===== src/rtl/img_ingest_pkg.sv =====
// Shared types and default sizing for the frame ingest path.
// The top and the frame memory both pick up their defaults from here.
package img_ingest_pkg;
    localparam int PIX_W       = 8;
    localparam int PIX_PER_IMG = 256;
    localparam int IMG_IDX_W   = 9;

    typedef logic [PIX_W-1:0]     pixel_t;
    typedef logic [IMG_IDX_W-1:0] img_idx_t;

    typedef enum logic {IDLE, RUN}    sess_state_e;
    typedef enum logic {EMPTY, FULL}  bank_state_e;
endpackage


===== src/rtl/frame_bank_ram.sv =====
// Two-bank frame store: one write port, one registered read port.
// The MSB of each address selects the bank and the low bits select the pixel.
module frame_bank_ram
    import img_ingest_pkg::*;
#(
    parameter int DW = PIX_W,
    parameter int AW = $clog2(PIX_PER_IMG) + 1
) (
    input  logic          clk_i,
    input  logic          rst_ni,
    input  logic          we_i,
    input  logic [AW-1:0] waddr_i,
    input  logic [DW-1:0] wdata_i,
    input  logic [AW-1:0] raddr_i,
    output logic [DW-1:0] rdata_o
);
    logic [DW-1:0] mem_q [2**AW];
    logic [DW-1:0] rdata_q;

    always_ff @(posedge clk_i) begin
        if (we_i) mem_q[waddr_i] <= wdata_i;
    end

    // The read register is reset so the output is 0 while in reset; the array is not.
    always_ff @(posedge clk_i or negedge rst_ni) begin
        if (!rst_ni) rdata_q <= '0;
        else         rdata_q <= mem_q[raddr_i];
    end

    assign rdata_o = rdata_q;
endmodule


===== src/rtl/frame_ingest_buffer.sv =====
// Ping-pong ingest stage: fills one frame bank from the pixel stream while the
// hash engine reads the other bank, then releases it with frame_ack.
module frame_ingest_buffer
    import img_ingest_pkg::*;
#(
    parameter int PIX_W       = img_ingest_pkg::PIX_W,
    parameter int PIX_PER_IMG = img_ingest_pkg::PIX_PER_IMG,
    parameter int IMG_IDX_W   = img_ingest_pkg::IMG_IDX_W,
    parameter int ADDR_W      = $clog2(PIX_PER_IMG)
) (
    input  logic                 clk_i,
    input  logic                 rst_ni,
    input  logic                 start_i,
    input  logic [IMG_IDX_W-1:0] num_images_i,
    input  logic [PIX_W-1:0]     pixel_data_i,
    input  logic                 pixel_valid_i,
    output logic                 pixel_ready_o,
    output logic                 frame_valid_o,
    output logic [IMG_IDX_W-1:0] frame_id_o,
    input  logic [ADDR_W-1:0]    rd_addr_i,
    output logic [PIX_W-1:0]     rd_data_o,
    input  logic                 frame_ack_i,
    output logic                 busy_o,
    output logic                 all_frames_done_o
);
    localparam logic [ADDR_W-1:0] LAST_ADDR = ADDR_W'(PIX_PER_IMG - 1);

    sess_state_e          state_q;
    bank_state_e          bank_st_q [2];
    logic [IMG_IDX_W-1:0] bank_id_q [2];
    logic [IMG_IDX_W-1:0] num_q, rx_cnt_q, ack_cnt_q;
    logic                 wr_bank_q, rd_bank_q;
    logic [ADDR_W-1:0]    wr_addr_q;
    logic                 done_q;
    logic                 accept, ack;

    assign pixel_ready_o = (state_q == RUN) && (bank_st_q[wr_bank_q] == EMPTY)
                           && (rx_cnt_q < num_q);
    assign frame_valid_o = (bank_st_q[rd_bank_q] == FULL);
    assign frame_id_o    = bank_id_q[rd_bank_q];
    assign busy_o        = (state_q == RUN);
    assign all_frames_done_o = done_q;

    assign accept = pixel_valid_i && pixel_ready_o;
    assign ack    = frame_ack_i && frame_valid_o;

    always_ff @(posedge clk_i or negedge rst_ni) begin
        if (!rst_ni) begin
            state_q    <= IDLE;
            bank_st_q  <= '{EMPTY, EMPTY};
            bank_id_q  <= '{'0, '0};
            num_q      <= '0;
            rx_cnt_q   <= '0;
            ack_cnt_q  <= '0;
            wr_bank_q  <= 1'b0;
            rd_bank_q  <= 1'b0;
            wr_addr_q  <= '0;
            done_q     <= 1'b0;
        end else begin
            done_q <= 1'b0;
            case (state_q)
                IDLE: begin
                    if (start_i) begin
                        if (num_images_i == '0) begin
                            done_q <= 1'b1;
                        end else begin
                            state_q   <= RUN;
                            num_q     <= num_images_i;
                            rx_cnt_q  <= '0;
                            ack_cnt_q <= '0;
                            wr_bank_q <= 1'b0;
                            rd_bank_q <= 1'b0;
                            wr_addr_q <= '0;
                        end
                    end
                end
                RUN: begin
                    if (accept) begin
                        if (wr_addr_q == LAST_ADDR) begin
                            bank_st_q[wr_bank_q] <= FULL;
                            bank_id_q[wr_bank_q] <= rx_cnt_q;
                            wr_bank_q <= ~wr_bank_q;
                            wr_addr_q <= '0;
                            rx_cnt_q  <= rx_cnt_q + 1'b1;
                        end else begin
                            wr_addr_q <= wr_addr_q + 1'b1;
                        end
                    end
                    // Fill and ack always target different banks, so both may land together.
                    if (ack) begin
                        bank_st_q[rd_bank_q] <= EMPTY;
                        rd_bank_q <= ~rd_bank_q;
                        ack_cnt_q <= ack_cnt_q + 1'b1;
                        if (ack_cnt_q == num_q - 1'b1) begin
                            state_q   <= IDLE;
                            done_q    <= 1'b1;
                            rx_cnt_q  <= '0;
                            ack_cnt_q <= '0;
                            wr_bank_q <= 1'b0;
                            rd_bank_q <= 1'b0;
                            wr_addr_q <= '0;
                        end
                    end
                end
                default: state_q <= IDLE;
            endcase
        end
    end

    frame_bank_ram #(
        .DW (PIX_W),
        .AW (ADDR_W + 1)
    ) u_ram (
        .clk_i   (clk_i),
        .rst_ni  (rst_ni),
        .we_i    (accept),
        .waddr_i ({wr_bank_q, wr_addr_q}),
        .wdata_i (pixel_data_i),
        .raddr_i ({rd_bank_q, rd_addr_i}),
        .rdata_o (rd_data_o)
    );
endmodule


===== config.mk =====
export PLATFORM = sky130hd
export DESIGN_NAME = frame_ingest_buffer
export DESIGN_NICKNAME = d
export VERILOG_FILES = /design/src/rtl/img_ingest_pkg.sv /design/src/rtl/frame_bank_ram.sv /design/src/rtl/frame_ingest_buffer.sv
export SDC_FILE = /design/constraint.sdc
export NUM_CORES = 2
export LEC_CHECK = 0
export ABC_AREA = 0
export CELL_PAD_IN_SITES_DETAIL_PLACEMENT = 0
export CELL_PAD_IN_SITES_GLOBAL_PLACEMENT = 1
export CORE_MARGIN = 4
export CORE_UTILIZATION = 35
export DETAILED_ROUTE_END_ITERATION = 10
export GPL_ROUTABILITY_DRIVEN = 1
export PLACE_DENSITY_LB_ADDON = 0.3
export SKIP_LAST_GASP = 1
export SLEW_MARGIN = 25
export SYNTH_ARGS = -nofsm -noshare
export SYNTH_HDL_FRONTEND = slang
export SYNTH_SLANG_ARGS = --single-unit

===== constraint.sdc =====
create_clock -name clk_i -period 3.3 [get_ports clk_i]
set_clock_uncertainty 0.1 [all_clocks]
set_input_delay 0.66 -clock clk_i [delete_from_list [all_inputs] [get_ports clk_i]]
set_output_delay 0.66 -clock clk_i [all_outputs]
set_load 0.1 [all_outputs]

# After elaboration in Yosys (flattened, before gate mapping)
# Memories as Yosys holds them, arrays and structs flattened. A register that Yosys moved wholly into a read port is not among the register bits.
# Cells that the tools add are included.
[word_totals] latch_bits=0 input_bits=30 n_memories=1 rom_bits=0 regBits=59 output_inout_bits=21 ramBits=4096 wordCells=108
[memory_table] name="u_ram.mem_q" words=512 word_bits=8 read_ports=1 rd_ports_with_merged_regs=1 write_ports=1 line_no="frame_bank_ram.sv:17" text="logic [DW-1:0] mem_q [2**AW];"
[op_classes] n_div=0 mul=0 n_mux=59 shifts=0 add_sub_neg=4 n_eq_ne=5 reduce_logical=12 magnitude_cmp=5 n_bitwise=10
[op_table] op="two-way mux 9 bit" count=12
[op_table] op="two-way mux 8 bit" count=6
[op_table] op="one-hot mux 9 bit (2 select lines)" count=2
[op_table] op="two-way mux 1 bit" count=26
[op_table] op="adder 9 x 1 -> 9 bit, second input constant" count=2
[op_table] op="bitwise mux 18 bit" count=1
[op_table] op="one-hot mux 8 bit (2 select lines)" count=1
[op_table] op="demux 9 bit (select 1 bit)" count=1
[op_table] op="== test 9 bit" count=1
[op_table] op="logical NOT 9 bit" count=1
[op_table] op="less-than comparator 9 bit" count=1
[op_table] op="AND reduction 3 bit" count=3
[op_table] op="subtractor 9 x 1 -> 9 bit, second input constant" count=1
[op_table] op="adder 8 x 1 -> 8 bit, second input constant" count=1
[op_table] op="== test 8 bit, second input constant" count=1
[op_table] op="two-way mux 2 bit" count=4
[op_table] op="one-hot mux 1 bit (2 select lines)" count=4
[op_table] op="logical AND 1 bit" count=6
[op_table] op="NOT 1 bit" count=5
[op_table] op="greater-or-equal comparator 2 bit, second input constant" count=2
[op_table] op="less-than comparator 2 x 1 -> 1 bit, second input constant" count=2
[op_table] op="inequality test 2 bit, second input constant" count=2
[op_table] op="NOT 1 -> 2 bit" count=2
[op_table] op="bitwise AND 2 bit" count=1
[op_table] op="other kinds (6)" count=7

# Logic depth before layout (Yosys ltp)
[logic_depth] ltp_word=12 depth_mapped=14 ltp_nobuf=9

# By module
# A second synthesis with hierarchy kept.
[unflattened] cells_unflattened=8373 hier_area_um2=163269.1
[by_module_without_submodules] mod="frame_bank_ram" cells_per_inst=8030 seq_area_each_um2=123198.2 area_per_inst_um2=159960.9 n_inst=1
[by_module_without_submodules] mod="frame_ingest_buffer" cells_per_inst=343 seq_area_each_um2=1476.4 area_per_inst_um2=3308.2 n_inst=1

# Worst setup path after synthesis
# Ideal clock, no wire load.
[synth_path] path_kind="reg-to-reg" start="register state_q, in the netlist busy_o" end="memory u_ram.mem_q[132][0] in the netlist's numbering (enable)" arrival_ps=2967 stages_incl_launch_ff=10 n_path_buf=3 period_less_slack_ps=3437 path_slack_ps=-137 required_ps=2830 setup_ps=370 cell_sequence="dfrtp_1 nor3b_2 nand2_1 a21oi_2 o21a_1 clkbuf_1 buf_2 nand3_1 clkbuf_1 nor2_1"
[synth_via] elab_chain_len=5
[synth_lines] element="start: declaration" line_no="frame_ingest_buffer.sv:28" text="sess_state_e state_q;"
[synth_lines] element="start signal: assignment" line_no="frame_ingest_buffer.sv:49" text="state_q <= IDLE;"
[synth_lines] element="start signal: assignment" line_no="frame_ingest_buffer.sv:67" text="state_q <= RUN;"
[synth_lines] element="start signal: assignment" line_no="frame_ingest_buffer.sv:95" text="state_q <= IDLE;"
[synth_lines] element="logical AND 1 bit" line_no="frame_ingest_buffer.sv:37" text="assign pixel_ready_o = (state_q == RUN) && (bank_st_q[wr_bank_q] == EMPTY)"
[synth_lines] element="logical AND 1 bit" line_no="frame_ingest_buffer.sv:38" text="&& (rx_cnt_q < num_q);"
[synth_lines] element="logical AND 1 bit" line_no="frame_ingest_buffer.sv:44" text="assign accept = pixel_valid_i && pixel_ready_o;"
[synth_lines] element="two-way mux 1 bit" line_no="frame_bank_ram.sv:21" text="if (we_i) mem_q[waddr_i] <= wdata_i;"
[synth_lines] element="two-way mux 1 bit (not written as such)" line_no="frame_bank_ram.sv:21"
[synth_lines] element="end: declaration" line_no="frame_bank_ram.sv:17"
# No other way between the ends.

# Worst setup path after layout
[layout_path] start="register rx_cnt_q[1]" end="output pixel_ready_o"
[layout_via] elab_chain_len=2
[layout_lines] element="start: declaration" line_no="frame_ingest_buffer.sv:31" text="logic [IMG_IDX_W-1:0] num_q, rx_cnt_q, ack_cnt_q;"
[layout_lines] element="start signal: assignment" line_no="frame_ingest_buffer.sv:84" text="rx_cnt_q <= rx_cnt_q + 1'b1;"
[layout_lines] element="less-than comparator 9 bit" line_no="frame_ingest_buffer.sv:38"
[layout_lines] element="logical AND 1 bit" line_no="frame_ingest_buffer.sv:38"
[layout_lines] element="end: declaration" line_no="frame_ingest_buffer.sv:17" text="output logic pixel_ready_o,"
# No other way between the ends.

==> flow_summary_export.csv <==
group,metric,value,unit
status,run_status,"finished, violations left",
status,violations,"setup timing",
sta,setup_ws,-0.09165,ns
worst_hold_path,whs_path_depth,1,
clock_network,clk_path_buf_depth,4,
layout,drive_above_1_share,29.33,%
power_and_ir_drop,pwr-share-seq,50.9,%
critical_path,cp-end-kind,"output pin",
drt,wl_per_cell,28.81,um
global_routing,grt_usage,19.26,%
power_and_ir_drop,vdd_drop_max,671.3,uV
synthesis,synth_top_flop_cell,"edfxtp_1",
global_routing,overflow,0,
power_and_ir_drop,power,115.1,mW
floorplan,die_y,692.4,um
critical_path,worst_ep_required_time,2.54,ns
global_routing,grt_max_degree,110,
sta,min_period,3.392,ns
power_and_ir_drop,switchingPower,26.33,mW
clock_network,root_buffer,"clkbuf_16",
power_and_ir_drop,p_per_area,582.0,nW/um^2
critical_path,crit_start,"rx_cnt_q[1]",
sta,tns,-0.1530,ns
floorplan,core_area,467000,um^2
sta,timing.final.crit_share,102.8,%
sta,setup_violations,3,
worst_hold_path,hold_class,"primary input to flop",
drt,via_per_inst,5.386,
critical_path,critPathKind,"flop to output pin",
critical_path,regToRegStartpoint,"rd_bank_q",
layout,fillers,40630,
floorplan,rows,251,
critical_path,r2r_cells,13,
power_and_ir_drop,switching_share,22.87,%
critical_path,cp_slowest_cell,"dfrtp_2",
synthesis,synth-warning-count,0,
synthesis,synth_edf_count,4096,
placement,placed_area,183300,um^2
power_and_ir_drop,p_clk_share,41.5,%
drt,detail-route-antenna-nets,0,
clock_network,clock_sinks,4163,
sta,hold_viol_final,0,
synthesis,syn_area,163900,um^2
sta,clock.fmax,294.8,MHz
critical_path,reg2reg_setup_slack,-0.01,ns
synthesis,yosys-top-cells-area,"edfxtp_1 (75%), mux4_2 (8.8%), mux2i_1 (5.0%)",
floorplan,num_io_pins,51,
placement,port-buffer-count,50,
floorplan,start_util,35.10,%
placement,place.gp.congestion,0.8461,
synthesis,synth_cells,8352,
critical_path,max_stage_delay,0.43,ns
critical_path,path_common_cell,"a21o_1",
drt,dr.pass1.iters,5,
clock_network,cts_buffers,423,
power_and_ir_drop,power_leakage,65.91,nW
drt,drt-total-wl,474.8,mm
flow_run,maxCapViolations,0,
synthesis,synth_fp_nets,8397,
global_routing,grt_pass1_wl,671.9,mm
synthesis,synth_top_area_share,75.03,%
layout,instances_no_fill,16480,
placement,dpl.hpwl,310.5,mm
power_and_ir_drop,pwr-share-comb,7.6,%
synthesis,synthArstFlopShare,1.609,%
global_routing,antenna_found_initial,19,
layout,post-route-util,42.35,%
sta,rsz0062_at_grt,"yes",
critical_path,cp.arrival,2.63,ns
critical_path,critical_path.cell_chain,"ha_4 -> a21o_1 -> a21o_1 -> a21oi_2 -> buf_6 -> o211a_4 -> buf_12",
synthesis,syn_area_per_cell,19.63,um^2
drt,drtIter0Drc,9651,
placement,dp_slack,-1.232,ns
layout,postLayoutCellArea,197800,um^2
critical_path,r2r_end,"u_ram.rdata_o[5]",
synthesis,synth-seq-area-share,76.06,%
synthesis,synthDistinctLibCells,74,
sta,hold_slack,0.08142,ns
critical_path,crit_fanout,2,
floorplan,die_x,692.4,um
drt,vias,88730,
clock_network,clk_pin_slew,0.06,ns
placement,placed_cells,15650,
synthesis,ys_ff_latch,4163,
clock_network,htreeDepth,5,
sta,slew_viol_final,0,
clock_network,clk_latency,0.99,ns
layout,layout.nets,9956,
critical_path,start_kind,"flop",
power_and_ir_drop,p_int,88.79,mW
sta,relSlewSlack,40.20,%
sta,tightestPinTransition,0.8901,ns
layout,area_growth,20.65,%
floorplan,die_area,479400,um^2
clock_network,cts_tree,"yes",
worst_hold_path,holdPathEnd,"u_ram.mem_q[23][2]",
synthesis,synth_top_area_cell,"edfxtp_1",
drt,drc,0,
worst_hold_path,hold_start,"pixel_data_i[2]",
global_routing,grt_pass1_vias,89650,
-- cell usage in the layout, fill, tap and decap left out, drive strengths merged, types with 18 or more instances in the layout --
master / Yosys / layout
o221ai: 368 / 368
a22oi: 38 / 38
nor2: 603 / 603
buf: 276 / 1644
clkbuf: 257 / 520
nand3: 46 / 46
and3: 21 / 21
dfrtp: 67 / 67
clkinvlp: 0 / 19
mux2i: 818 / 818
inv: 21 / 32
o21ai: 174 / 174
mux2: 29 / 29
a2111oi: 18 / 18
nand2: 99 / 99
nor4: 34 / 34
nor3: 64 / 64
bufinv: 0 / 45
edfxtp: 4096 / 4096
a21oi: 214 / 214
o22ai: 176 / 176
mux4: 654 / 654
a31oi: 29 / 29
clkinv: 0 / 193
-- area by class of cell --
class / count / area (um^2) / share of cell area [%]
clock buffer: 516 / 11100 / 5.615
inverter: 21 / 86.33 / 0.04365
timing repair buffer: 1667 / 15210 / 7.689
tap: 6198 / 7755 / 3.921
sequential: 4163 / 124700 / 63.04
clock inverter: 268 / 2674 / 1.352
multi-input combinational: 3635 / 36250 / 18.33
antenna: 8 / 20.02 / 0.01012
-- sequential cells by signal, indices dropped and copies added, names as in the netlist --
signal,cells
ack_cnt_q,9
rx_cnt_q,9
u_ram.rdata_o,8
u_ram.mem_q,4096
rd_bank_q,1
wr_addr_q,8
num_q,9
bank_st_q,2
busy_o,1
all_frames_done_o,1
bank_id_q,18
wr_bank_q,1
-- logic make-up (layout without fill, tap and decap cells) --
logic type | Yosys count | in the layout | share of synthesized area (%)
other | 0 | 8 | 0
AOI/OAI and AO/OA | 1110 | 1110 | 4.736
adders and majority gates | 15 | 15 | 0.1145
buffers and inverters | 554 | 2472 | 2.075
xor gates and xnor gates | 17 | 17 | 0.09083
and+or+nand+nor | 992 | 992 | 2.717
muxes | 1501 | 1501 | 14.21
DFF | 4163 | 4163 | 76.06
-- worst max-delay path by stage --
stage                                      to  slack [ns]  depth (start not counted)
after floorplan           u_ram.mem_q[132][0]       -0.03                         12
after global placement       u_ram.rdata_o[6]       -1.85                         11
after detailed placement     u_ram.rdata_o[6]       -1.23                         11
after CTS                       pixel_ready_o       -0.21                          7
after global routing            pixel_ready_o       -0.23                          8
final                           pixel_ready_o       -0.09                          7
-- per-layer routing --
metal	routed length, um	global-route usage, %	up-vias
li1	-	-	37850
met2	225900	31.13	3293
met1	203300	27.37	46960
met3	31910	2.859	619
met4	13600	4.896	6
met5	35	0	-
-- power groups by stage --
stage | clock (mW) | sequential [mW] | combinational, mW
final | 47.8 | 58.6 | 8.74
after global routing | 51.0 | 58.6 | 9.13
after CTS | 48.7 | 58.6 | 8.71
after detailed placement | 0 | 59.7 | 8.65
after global placement | 0 | 59.7 | 8.55
after floorplan | 0 | 59.7 | 3.49
-- cell usage after synthesis (11+ instances only) --
| cell type | number |
|---|---|
| nor4b_1 | 16 |
| or3_1 | 11 |
| buf_2 | 90 |
| nand3_1 | 46 |
| a2111oi_0 | 18 |
| buf_1 | 24 |
| buf_4 | 55 |
| o221ai_1 | 358 |
| clkbuf_1 | 257 |
| nand4_1 | 15 |
| dfrtp_1 | 67 |
| xnor2_1 | 12 |
| o2111ai_1 | 12 |
| nor2_1 | 602 |
| and3_1 | 21 |
| buf_8 | 11 |
| nor2b_1 | 16 |
| mux4_2 | 640 |
| a31oi_1 | 28 |
| mux2i_1 | 818 |
| buf_12 | 18 |
| nand2_1 | 98 |
| inv_1 | 18 |
| and4_1 | 14 |
| a21oi_1 | 213 |
| o22ai_1 | 176 |
| o21ai_1 | 23 |
| a22oi_1 | 38 |
| edfxtp_1 | 4096 |
| mux4_1 | 14 |
| o211ai_1 | 15 |
| o21ai_0 | 151 |
| ha_1 | 15 |
| buf_6 | 78 |
| nor4_1 | 34 |
| nor3_1 | 64 |
| mux2_2 | 21 |
-- critical path: cells and delay by family (launching register included) --
| kind | cells | cell delay [ns] |
|---|---|---|
| flops | 1 | 0.43 |
| compound gates | 4 | 0.68 |
| fa+ha+maj | 1 | 0.24 |
| buf+inv | 2 | 0.30 |
-- repair_timing --
item / CTS / global route
pin swaps: 10 / 5
cloned: 0 / 5
endpoints found under the hold margin: 82 / 0
resized for setup: 29 / 66
hold buffers: 4 / 0
buffers inserted: 17 / 12
endpoints found under the setup margin: 23 / 3087
Note: power is estimated with default switching activity, not from simulation.
